[config.mk]
export PLATFORM = sky130hd
export DESIGN_NAME = pooling_input_sequencer
export DESIGN_NICKNAME = d
export VERILOG_FILES = /design/src/rtl/pooling_input_sequencer.sv
export SDC_FILE = /design/constraint.sdc
export NUM_CORES = 1
export LEC_CHECK = 0
export ABC_AREA = 1
export ABC_CLOCK_PERIOD_IN_PS = 2450
export CAP_MARGIN = 5
export CORE_MARGIN = 1
export CORE_UTILIZATION = 40
export CTS_BUF_LIST = sky130_fd_sc_hd__clkbuf_8
export DETAILED_ROUTE_END_ITERATION = 8
export SLEW_MARGIN = 20
export SYNTH_ARGS = -nofsm -noshare
export SYNTH_HDL_FRONTEND = slang
export SYNTH_HIERARCHICAL = 1
export SYNTH_SLANG_ARGS = --single-unit
[constraint.sdc]
create_clock -name clk -period 2.45 [get_ports clk]
set_clock_uncertainty 0.1 [all_clocks]
set_input_delay 0.245 -clock clk [delete_from_list [all_inputs] [get_ports clk]]
set_output_delay 0.245 -clock clk [all_outputs]
set_load 0.05 [all_outputs]
[src/rtl/pooling_input_sequencer.sv]
// Tags row-major convolution words with {row, feature} and buffers them for the pooling stage.
// Accept-to-strobe latency 2 cycles; data_ready falls when the tag FIFO fills, out_stall holds the FIFO.
`ifndef DATA_WIDTH
`define DATA_WIDTH 16
`endif

module sync_fifo #(
  parameter int WIDTH = 8,
  parameter int DEPTH = 4
) (
  input  logic             clk,
  input  logic             rst_n,
  input  logic             push,
  input  logic [WIDTH-1:0] push_dat,
  input  logic             pop,
  output logic [WIDTH-1:0] pop_dat,
  output logic             full,
  output logic             empty
);
  localparam int AW = (DEPTH > 1) ? $clog2(DEPTH) : 1;
  localparam logic [AW:0] CNT_FULL = (AW+1)'(DEPTH);

  logic [WIDTH-1:0] mem [DEPTH];
  logic [AW-1:0]    wr_ptr;
  logic [AW-1:0]    rd_ptr;
  logic [AW:0]      count;
  logic             do_push;
  logic             do_pop;

  assign do_push = push && !full;
  assign do_pop  = pop && !empty;
  assign full    = (count == CNT_FULL);
  assign empty   = (count == '0);
  assign pop_dat = mem[rd_ptr];

  always_ff @(posedge clk) begin
    if (do_push) mem[wr_ptr] <= push_dat;
  end

  // Power-of-two depth lets the pointers wrap naturally.
  always_ff @(posedge clk or negedge rst_n) begin
    if (!rst_n) begin
      wr_ptr <= '0;
      rd_ptr <= '0;
      count  <= '0;
    end else begin
      if (do_push) wr_ptr <= wr_ptr + 1'b1;
      if (do_pop)  rd_ptr <= rd_ptr + 1'b1;
      if (do_push && !do_pop)      count <= count + 1'b1;
      else if (!do_push && do_pop) count <= count - 1'b1;
    end
  end
endmodule

module pooling_input_sequencer #(
  parameter int TOTAL_FEATURE = 4,
  parameter int FEATURE_ROWS  = 6,
  parameter int FIFO_DEPTH    = 4
) (
  input  logic                   clk,
  input  logic                   rst_n,
  input  logic                   frame_start,
  input  logic [`DATA_WIDTH-1:0] data_in,
  input  logic                   data_valid,
  output logic                   data_ready,
  input  logic                   out_stall,
  output logic [`DATA_WIDTH-1:0] data_out,
  output logic [1:0]             feature_idx,
  output logic [2:0]             feature_row,
  output logic                   input_valid,
  output logic                   frame_done,
  output logic                   protocol_err
);
  localparam int DW = `DATA_WIDTH;
  localparam int EW = DW + 5;
  localparam logic [1:0] FEAT_LAST = 2'(TOTAL_FEATURE - 1);
  localparam logic [2:0] ROW_LAST  = 3'(FEATURE_ROWS - 1);

  typedef enum logic [1:0] {IDLE = 2'd0, RUN = 2'd1, DRAIN = 2'd2} state_t;

  state_t        state;
  state_t        state_nxt;
  logic [1:0]    feat_cnt;
  logic [2:0]    row_cnt;
  logic          fifo_full;
  logic          fifo_empty;
  logic          accept;
  logic          pop;
  logic          last_in;
  logic          last_out;
  logic          start_ok;
  logic [EW-1:0] pop_dat;

  assign accept   = data_valid && data_ready;
  assign pop      = !fifo_empty && !out_stall;
  assign last_in  = (row_cnt == ROW_LAST) && (feat_cnt == FEAT_LAST);
  assign last_out = (pop_dat[EW-1 -: 3] == ROW_LAST) && (pop_dat[DW +: 2] == FEAT_LAST);
  assign start_ok = frame_start && (state == IDLE);

  sync_fifo #(.WIDTH(EW), .DEPTH(FIFO_DEPTH)) u_fifo (
    .clk      (clk),
    .rst_n    (rst_n),
    .push     (accept),
    .push_dat ({row_cnt, feat_cnt, data_in}),
    .pop      (pop),
    .pop_dat  (pop_dat),
    .full     (fifo_full),
    .empty    (fifo_empty)
  );

  always_ff @(posedge clk or negedge rst_n) begin
    if (!rst_n) state <= IDLE;
    else        state <= state_nxt;
  end

  // The tag of the popped entry marks the end of the frame, so no occupancy compare is needed.
  always_comb begin
    state_nxt = state;
    case (state)
      IDLE:    if (frame_start) state_nxt = RUN;
      RUN:     if (accept && last_in) state_nxt = DRAIN;
      DRAIN:   if (pop && last_out) state_nxt = IDLE;
      default: state_nxt = IDLE;
    endcase
  end

  always_comb begin
    data_ready = (state == RUN) && !fifo_full;
  end

  always_ff @(posedge clk or negedge rst_n) begin
    if (!rst_n) begin
      feat_cnt <= '0;
      row_cnt  <= '0;
    end else if (start_ok) begin
      feat_cnt <= '0;
      row_cnt  <= '0;
    end else if (accept) begin
      if (feat_cnt == FEAT_LAST) begin
        feat_cnt <= '0;
        row_cnt  <= (row_cnt == ROW_LAST) ? 3'd0 : row_cnt + 3'd1;
      end else begin
        feat_cnt <= feat_cnt + 2'd1;
      end
    end
  end

  always_ff @(posedge clk or negedge rst_n) begin
    if (!rst_n) begin
      data_out    <= '0;
      feature_idx <= '0;
      feature_row <= '0;
      input_valid <= 1'b0;
      frame_done  <= 1'b0;
    end else begin
      input_valid <= pop;
      frame_done  <= pop && last_out;
      if (pop) begin
        data_out    <= pop_dat[DW-1:0];
        feature_idx <= pop_dat[DW +: 2];
        feature_row <= pop_dat[EW-1 -: 3];
      end
    end
  end

  // Setting wins over clearing when a bad word arrives alongside an accepted start.
  always_ff @(posedge clk or negedge rst_n) begin
    if (!rst_n) begin
      protocol_err <= 1'b0;
    end else begin
      if (start_ok) protocol_err <= 1'b0;
      if ((data_valid && state != RUN) || (frame_start && state != IDLE)) protocol_err <= 1'b1;
    end
  end
endmodule

; ---- After elaboration in Yosys (flattened, before gate mapping)
; Memory sizes are Yosys's and may differ from the RTL's.
; Cells that the tools add are included.
[word_totals]
wordCells = 76
n_memories = 1
in_bits = 21
regBits = 38
output_inout_bits = 25
mem_bits_rw = 84
[classes]
n_mux = 17
n_eq_ne = 11
reduce_logical = 29
addsub = 6
[memory_table]
columns = name, words, word_bits, read_ports, rd_clocked_by_memory_dff, write_ports, line
row1 = u_fifo.mem, 4, 21, 1, 0, 1, 23  ; logic [WIDTH-1:0] mem [DEPTH];
[op_table]
columns = op, n
row1 = 3-bit two-way mux, 6
row2 = 1-bit logical AND, 14
row3 = 2-bit two-way mux, 6
row4 = 2-bit nonzero test, 5
row5 = "3-bit == test, second input constant", 3
row6 = "2-bit by 1-bit adder with 2-bit output, second input constant", 3
row7 = "3-bit by 1-bit adder with 3-bit output, second input constant", 2
row8 = "2-bit == test, second input constant", 3
row9 = "2-bit inequality test, second input constant", 3
row10 = 2-bit one-hot mux with 3 select lines, 1
row11 = 1-bit zero test, 5
row12 = 1-bit two-way mux, 4
row13 = 3-bit zero test, 1
row14 = 3-bit AND reduction, 1
row15 = "3-bit by 1-bit subtractor with 3-bit output, second input constant", 1
row16 = "2-bit by 1-bit == test with 1-bit output, second input constant", 1
row17 = 2-bit zero test, 1
row18 = "2-bit by 1-bit inequality test with 1-bit output, second input constant", 1
row19 = 2-bit AND reduction, 1
row20 = 1-bit logical OR, 1

; ---- Depth between registers and ports, before layout
; Gate-level depths: netlist of run 1.
[logic_depth]
word_depth = 9
mapped_depth = 14

; ---- Cells and area by module
; Netlist of run 1, hierarchy kept.
[by_module_without_submodules]
columns = mod, cells_per_inst, n_inst, area_each_um2
row1 = sync_fifo, 306, 1, 3922.5
row2 = pooling_input_sequencer, 114, 1, 1326.3

; ---- Worst setup path before layout of run 1
; Ideal clock, no wire load.
[synth_path]
path_type = register to register
start = register u_fifo.count[0]
end = memory u_fifo/mem[0][0] (netlist bit), enable pin
arrival_time_ps = 1978
required_ps = 1951
path_stages_with_launch = 7
slack_ps = -27
setup_ps = 399
cell_sequence = dfrtp_1 > inv_2 > nand3_1 > inv_1 > nor3_4 > nand2_1 > nor2_1
[synth_via]
elab_chain_cells = 7
[synth_lines]
columns = element, line
row1 = from (decl), 26  ; logic [AW:0] count;
row2 = from (signal assigned), 49  ; if (do_push && !do_pop) count <= count + 1'b1;
row3 = from (signal assigned), 50  ; else if (!do_push && do_pop) count <= count - 1'b1;
row4 = 3-bit == test, 32  ; assign full = (count == CNT_FULL);
row5 = named net fifo_full, 85  ; logic fifo_full;
row6 = 1-bit zero test, 128  ; data_ready = (state == RUN) && !fifo_full;
row7 = 1-bit logical AND, 128
row8 = 1-bit logical AND, 94  ; assign accept = data_valid && data_ready;
row9 = named net accept, 87  ; logic accept;
row10 = 1-bit logical AND, 30  ; assign do_push = push && !full;
row11 = 1-bit two-way mux, 37  ; if (do_push) mem[wr_ptr] <= push_dat;
row12 = 1-bit two-way mux (not written as such), 37
row13 = to (decl), 23
; The timed path passes the listed nets, and every way through them passes these cells.

; ---- Worst setup path in the final report of run 1
[layout_path]
start = register u_fifo.count[0]
end = register u_fifo.count[2]
[layout_via]
elab_chain_cells = 8
word_cells_on_any_way = 18
cone_classes = 2 x add/sub / 1 x eq/ne / 2 x mux / 13 x reduce/logical
[layout_lines]
columns = element, line
row1 = 3-bit == test (*), 32
row2 = named net fifo_full, 85
row3 = 1-bit zero test (*), 128
row4 = 1-bit logical AND (*), 128
row5 = 1-bit logical AND (*), 94
row6 = named net accept, 87
row7 = 1-bit logical AND (*), 30
row8 = named net u_fifo.do_push, 27  ; logic do_push;
row9 = 1-bit zero test, 50
row10 = 1-bit logical AND, 50
row11 = 2-bit nonzero test (no line), --
; The timed path passes the listed nets; every way through them passes the cells marked *. The select of a mux whose other input is x is not followed.
; A chain may end at the register's enable or synchronous reset.

==> out/results.tsv, run 1 <==
stage	metric	value	unit
status	status	finished clean	
synth	synth-seq-cells	122	
min_path	min_from	data_in[4]	
clock_network	cts_tree	done	
timing	slew_headroom	0.382	
critical_path	cp-end-kind	register	
power	p_leak	0.00268	uW
detailed_routing	drc	0	
global_route	grt_max_degree	39	
synth	synth_cell_type_count	23	
clock_network	root_buffer	clkbuf_8	
clock_network	h-tree-depth	4	
critical_path	crit_buf_inv	4	
clock_network	clk_pin_slew_worst_paths	0.07	ns
place	place.gp.congestion	0.728	
critical_path	cp_slowest_cell	dfrtp_1	
timing	final-setup-viol-count	0	
power	seq_power_share	0.378	
detailed_routing	dr.pass1.iters	5	
timing	finalHoldViolations	0	
synth	synth_top_area_cell	edfxtp_1	
power	power_switching_share	0.392	
clock_network	cts.path.max_buffers	2	
critical_path	critical_path.cell_chain	inv_2 > nand3_1 > inv_1 > nor3_4 > nand2_1 > inv_1 > ha_1 > inv_1 > fa_1 > nand2_1 > nand3_1 > nand2_1 > nand2_1	
power	clkPwrFrac	0.204	
critical_path	worst-path-max-fanout	4	
critical_path	crit_path_start	u_fifo/count[0]	
layout	instances_no_fill	669	
global_route	grt_pass1_vias	3026	
synth	async_flop_share	0.311	
global_route	antenna_found_initial	0	
critical_path	reg2reg_depth	13	
detailed_routing	post_drt_via_cell_ratio	4.67	
clock_network	cts_buffers	17	
detailed_routing	ant_nets	0	
floorplanning	ios	46	
critical_path	r2r-start	u_fifo/count[0]	
power	peakVddDrop	0.647	mV
critical_path	worstSetupPathType	register to register	
timing	fmax	0.454	GHz
synth	synth_fp_nets	448	
floorplanning	num_rows	41	
critical_path	path_common_cell	nand2_1	
floorplanning	design.die.area	0.0136	sq mm
synth	syn_area	0.00525	sq mm
timing	period_minus_slack	2.20	ns
flow_run	drv_cap	0	
floorplanning	chipHeight	117	um
synth	synth_edf_count	84	
synth	synthTopCellsByArea	edfxtp_1 (48%), dfrtp_1 (18%), nand2_1 (7.2%)	
layout	area_growth	20.5	%
power	p_switching	3290	uW
synth	avgSynthCellArea	12.5	sq um
floorplanning	die_width	117	um
detailed_routing	wl	9.70	mm
clock_network	clock-sinks	122	
power	power_density	1330	mW/mm^2
layout	fillCellCount	1171	
place	io_buffers	45	
critical_path	cp.arrival	2.43	ns
synth	ys_seq_area_frac	0.662	
detailed_routing	drt_iter0_markers	209	
power	comb_power_share	0.418	
timing	drv_slew	0	
place	dp_hpwl	6.03	mm
layout	fin_nets	512	
synth	synthTopCellsByCount	nand2_1 (101), edfxtp_1 (84), inv_1 (63)	
global_route	grt_usage	0.160	
critical_path	cp.required	2.67	ns
synth	ys.flop_type	edfxtp_1	
floorplanning	start_util	0.413	
timing	timing.final.crit_share	0.900	
clock_network	clk_latency	0.43	ns
layout	drive_above_1_share	0.209	
critical_path	max_stage_delay	0.43	ns
critical_path	start_kind	register	
floorplanning	core_area	0.0127	sq mm
layout	antenna_cells	0	
clock_network	cts_setup_buffers	0	
detailed_routing	wl_per_cell	14.5	um
critical_path	path_delay_family	simple AND/OR/NAND/NOR gates	
detailed_routing	num_vias	3125	
min_path	holdPathEnd	u_fifo/mem[1][4]	
timing	final.setup.tns	0	ns
min_path	hold_class	input pin to register	
timing	holdWs	0.360	ns
synth	ys_warn_count	6	
critical_path	ff2ff_setup_slack	0.25	ns
synth	synthCells	420	
timing	tightest_slew	0.927	ns
synth	synth_most_common_cell	nand2_1	
critical_path	r2r_end	u_fifo/count[2]	
power	power.internal	5110	uW
synth	synth_top_area_share	0.481	
timing	rsz0062_at_grt	no	
global_route	overflow	0	
global_route	grt_pass1_wl	15.6	mm
place	dp.cells	636	
min_path	hold_depth	1	
-- area by class of cell --
| cell class | instances | area [sq um] | area share |
|---|---|---|---|
| clock buffers | 17 | 234 | 0.0370 |
| repair buffers | 60 | 597 | 0.0943 |
| inverters | 71 | 267 | 0.0421 |
| well taps | 172 | 215 | 0.0340 |
| flip-flops and latches | 122 | 3470 | 0.549 |
| multi-input cells | 212 | 1400 | 0.221 |
| clock inverters | 15 | 140 | 0.0222 |
-- per-stage QoR --
step	setup slack (ns)	area [sq um]	util	power [uW]
4_1_cts	0.205	6330	0.497	8510
3_5_place_dp	0.124	5940	0.467	6770
5_1_grt	0.0111	6330	0.497	8950
6_report	0.246	6330	0.497	8400
3_3_place_gp	0.213	5940	0.467	6680
2_1_floorplan	-0.0270	5250	-	5730
-- worst max path at each step --
stage,cells past startpoint,endpoint,slack (ns)
2_1_floorplan,6,u_fifo/mem[0][0],-0.03
5_1_grt,13,u_fifo/count[2],0.01
3_5_place_dp,12,u_fifo/count[2],0.12
3_3_place_gp,12,u_fifo/count[2],0.21
4_1_cts,5,data_ready,0.21
6_report,13,u_fifo/count[2],0.25
-- state kept, by name (all words and copies together) (netlist names) --
signal,count
protocol_err,1
data_out,16
u_fifo/count,3
u_fifo/mem,84
feature_idx,2
u_fifo/wr_ptr,2
state,2
frame_done,1
input_valid,1
row_cnt,3
feat_cnt,2
feature_row,3
u_fifo/rd_ptr,2
-- cells in the final DEF, fill, tap and decap left out, types with 8 or more instances in the layout --
cell | Yosys | final
nand2_1 | 101 | 101
edfxtp_1 | 84 | 84
inv_1 | 63 | 65
clkdlybuf4s50_1 | 0 | 43
dfrtp_1 | 38 | 38
o211ai_2 | 27 | 27
mux2_2 | 20 | 20
nand3_1 | 18 | 18
clkbuf_8 | 0 | 17
o211ai_1 | 15 | 15
buf_4 | 0 | 11
inv_2 | 8 | 8
-- power groups by stage --
stage	logic (uW)	registers [uW]	clock network, uW
3_5_place_dp	3550	3220	0
4_1_cts	3570	3190	1760
3_3_place_gp	3480	3200	0
5_1_grt	3850	3240	1860
6_report	3510	3180	1710
2_1_floorplan	1890	3840	0
-- cell families (layout without fill, tap and decap cells) --
| kind of cell | Yosys count | in the layout | synth area share |
|---|---|---|---|
| buffers and inverters | 86 | 163 | 0.0734 |
| XOR/XNOR | 1 | 1 | 0.00167 |
| AO/OA/AOI/OAI | 47 | 47 | 0.0906 |
| flip-flops | 122 | 122 | 0.662 |
| adder cells (fa/ha/maj) | 7 | 7 | 0.0181 |
| AND/OR/NAND/NOR | 137 | 137 | 0.112 |
| multiplexers | 20 | 20 | 0.0429 |
-- what timing repair did --
action,CTS,global route
endpoints found under the hold margin,38,0
resized for setup,1,0
hold buffers,1,0
setup endpoints to repair,1,0
-- metal layers --
| layer | track usage | routed length (um) | vias up |
|---|---|---|---|
| met3 | 0.0529 | 333 | 11 |
| met1 | 0.191 | 4340 | 1505 |
| met2 | 0.266 | 4920 | 56 |
| li1 | - | - | 1553 |
| met4 | 0.0658 | 101 | 0 |
| met5 | 0 | 0 | - |
(Power assumes the default switching activity.)
==> run 2: changes to the inputs <==
--- a/config.mk
+++ b/config.mk
@@ -8,7 +8,7 @@
 export ABC_AREA = 1
 export ABC_CLOCK_PERIOD_IN_PS = 2450
 export CAP_MARGIN = 5
-export CORE_MARGIN = 1
+export CORE_MARGIN = 2
 export CORE_UTILIZATION = 40
 export CTS_BUF_LIST = sky130_fd_sc_hd__clkbuf_8
 export DETAILED_ROUTE_END_ITERATION = 8
==> run 2 against run 1 <==
Sequential share of layout area fell by 0.065 points. Worst setup slack worse by 0.078 ns. Critical path depth stayed put. Register-to-register slack got worse by 0.08 ns. Clock power is 2% lower. Cell area up 0.12%. First-iteration DRC count is 24% lower. Highest routed layer unchanged.
==> out/results.tsv, run 2 (synthesis results as in run 1) <==
stage	metric	value	unit
status	status	finished clean	
clock_network	cts.path.max_buffers	2	
power	p_leak	0.00268	uW
timing	period_minus_slack	2.28	ns
critical_path	start_kind	register	
layout	top_regs	u_fifo/mem x84, data_out x16	
global_route	grt_usage	0.149	
floorplanning	core_area	0.0127	sq mm
min_path	hold_class	input pin to register	
flow_run	drv_cap	0	
floorplanning	ios	46	
critical_path	cp-end-kind	register	
layout	instances_no_fill	668	
timing	final-setup-viol-count	0	
global_route	grt_pass1_wl	16.0	mm
clock_network	cts_tree	done	
critical_path	crit_path_start	u_fifo/count[0]	
layout	area_growth	20.7	%
critical_path	cp.required	2.66	ns
place	io_buffers	45	
timing	slew_headroom	0.400	
timing	timing.final.crit_share	0.932	
layout	drive_above_1_share	0.214	
place	dp.cells	636	
detailed_routing	drt_iter0_markers	158	
floorplanning	die_width	119	um
place	dp_hpwl	6.11	mm
critical_path	worstSetupPathType	register to register	
timing	tightest_slew	0.900	ns
detailed_routing	wl_per_cell	14.3	um
floorplanning	num_rows	41	
timing	rsz0062_at_grt	no	
place	place.gp.congestion	0.731	
floorplanning	design.die.area	0.0141	sq mm
global_route	overflow	0	
clock_network	cts_setup_buffers	0	
power	power_density	1320	mW/mm^2
timing	drv_slew	0	
clock_network	h-tree-depth	4	
clock_network	clock-sinks	122	
layout	largest_register_ffs	84	
timing	fmax	0.438	GHz
floorplanning	start_util	0.413	
clock_network	root_buffer	clkbuf_8	
layout	final_common_cell	nand2_1	
detailed_routing	dr.pass1.iters	6	
clock_network	clk_pin_slew_worst_paths	0.07	ns
timing	holdWs	0.355	ns
layout	fin_nets	512	
power	power	8350	uW
global_route	grt_max_degree	45	
detailed_routing	num_vias	3088	
global_route	grt_pass1_vias	3209	
detailed_routing	ant_nets	0	
critical_path	cp.arrival	2.49	ns
detailed_routing	post_drt_via_cell_ratio	4.62	
critical_path	worst-path-max-fanout	4	
floorplanning	chipHeight	119	um
clock_network	clk_latency	0.43	ns
min_path	min_from	data_in[11]	
layout	antenna_cells	0	
layout	mostFrequentLayoutCells	nand2_1 (101), edfxtp_1 (84), inv_1 (65), clkdlybuf4s50_1 (43), dfrtp_1 (38)	
critical_path	r2r-start	u_fifo/count[0]	
power	peakVddDrop	0.610	mV
detailed_routing	drc	0	
layout	top_register	u_fifo/mem	
timing	finalHoldViolations	0	
clock_network	cts_buffers	17	
global_route	antenna_found_initial	0	
detailed_routing	wl	9.55	mm
==> run 2: cell types whose count changed in the layout (fill, tap and decap cells not counted), sizes merged <==
cell	previous run	this run
clkbuf	17	19
bufinv	3	2
clkinv	10	8
==> run 2: layout make-up <==
| class | count | area (sq um) |
|---|---|---|
| Clock buffer | 19 | 262 |
| Clock inverter | 12 | 108 |
| Fill cell | 1171 | 6390 |
| Inverter | 71 | 267 |
| Multi-Input combinational cell | 212 | 1400 |
| Sequential cell | 122 | 3470 |
| Tap cell | 172 | 215 |
| Timing Repair Buffer | 60 | 609 |
==> run 2: metrics by stage <==
| stage | area (sq um) | worst slack, ns | utilization | TNS [ns] |
|---|---|---|---|---|
| after floorplan | 5250 | -0.0270 | - | -2.27 |
| after global placement | 5960 | 0.201 | 0.468 | 0 |
| after detailed placement | 5960 | 0.0922 | 0.468 | 0 |
| after CTS | 6330 | 0.184 | 0.498 | 0 |
| after global routing | 6330 | 0.0360 | 0.498 | 0 |
| final | 6330 | 0.168 | 0.498 | 0 |
==> run 2: final timing paths <==
check	to	slack (ns)	cells past startpoint
worst max-delay path	u_fifo/count[2]	0.17	13
worst min-delay path	u_fifo/mem[2][11]	0.35	1
worst max register to register	u_fifo/count[2]	0.17	13
worst min register to register	data_out[4]	0.41	1
max in group asynchronous	protocol_err	1.28	2
min in group asynchronous	data_out[9]	0.40	2
==> run 2: worst max-delay path: stages, from the launching register on <==
cell     delay [ns]
dfrtp_1        0.43
inv_2          0.06
nand3_1        0.16
inv_1          0.13
nor3_4         0.19
nand2_1        0.09
inv_1          0.07
ha_1           0.16
inv_1          0.06
fa_1           0.37
nand2_1        0.11
nand3_1        0.09
nand2_1        0.08
nand2_1        0.07
==> run 2: per-layer routing <==
metal  wire length [um]  GRT usage
met5                  0          0
met4                231     0.0647
met3                337     0.0502
met2               4540      0.231
met1               4440      0.191
==> run 2: what timing repair did <==
item,in CTS,in global routing
setup endpoints to repair,1,0
resized for setup,1,0
hold buffers,1,0
endpoints found under the hold margin,38,0
==> run 2: report_power, final <==
| group | switching [uW] | internal [uW] | total [uW] |
|---|---|---|---|
| clock | 740 | 927 | 1670 |
| combinational | 2220 | 1270 | 3490 |
| sequential | 317 | 2880 | 3200 |
==> run 3: changes to the inputs <==
--- a/config.mk
+++ b/config.mk
@@ -6,13 +6,11 @@
 export NUM_CORES = 1
 export LEC_CHECK = 0
 export ABC_AREA = 1
-export ABC_CLOCK_PERIOD_IN_PS = 2450
 export CAP_MARGIN = 5
 export CORE_MARGIN = 2
 export CORE_UTILIZATION = 40
 export CTS_BUF_LIST = sky130_fd_sc_hd__clkbuf_8
 export DETAILED_ROUTE_END_ITERATION = 8
-export SLEW_MARGIN = 20
 export SYNTH_ARGS = -nofsm -noshare
 export SYNTH_HDL_FRONTEND = slang
 export SYNTH_HIERARCHICAL = 1
==> results of run 3 <==
No change in the layout: final DEF, timing and power equal those of run 2.
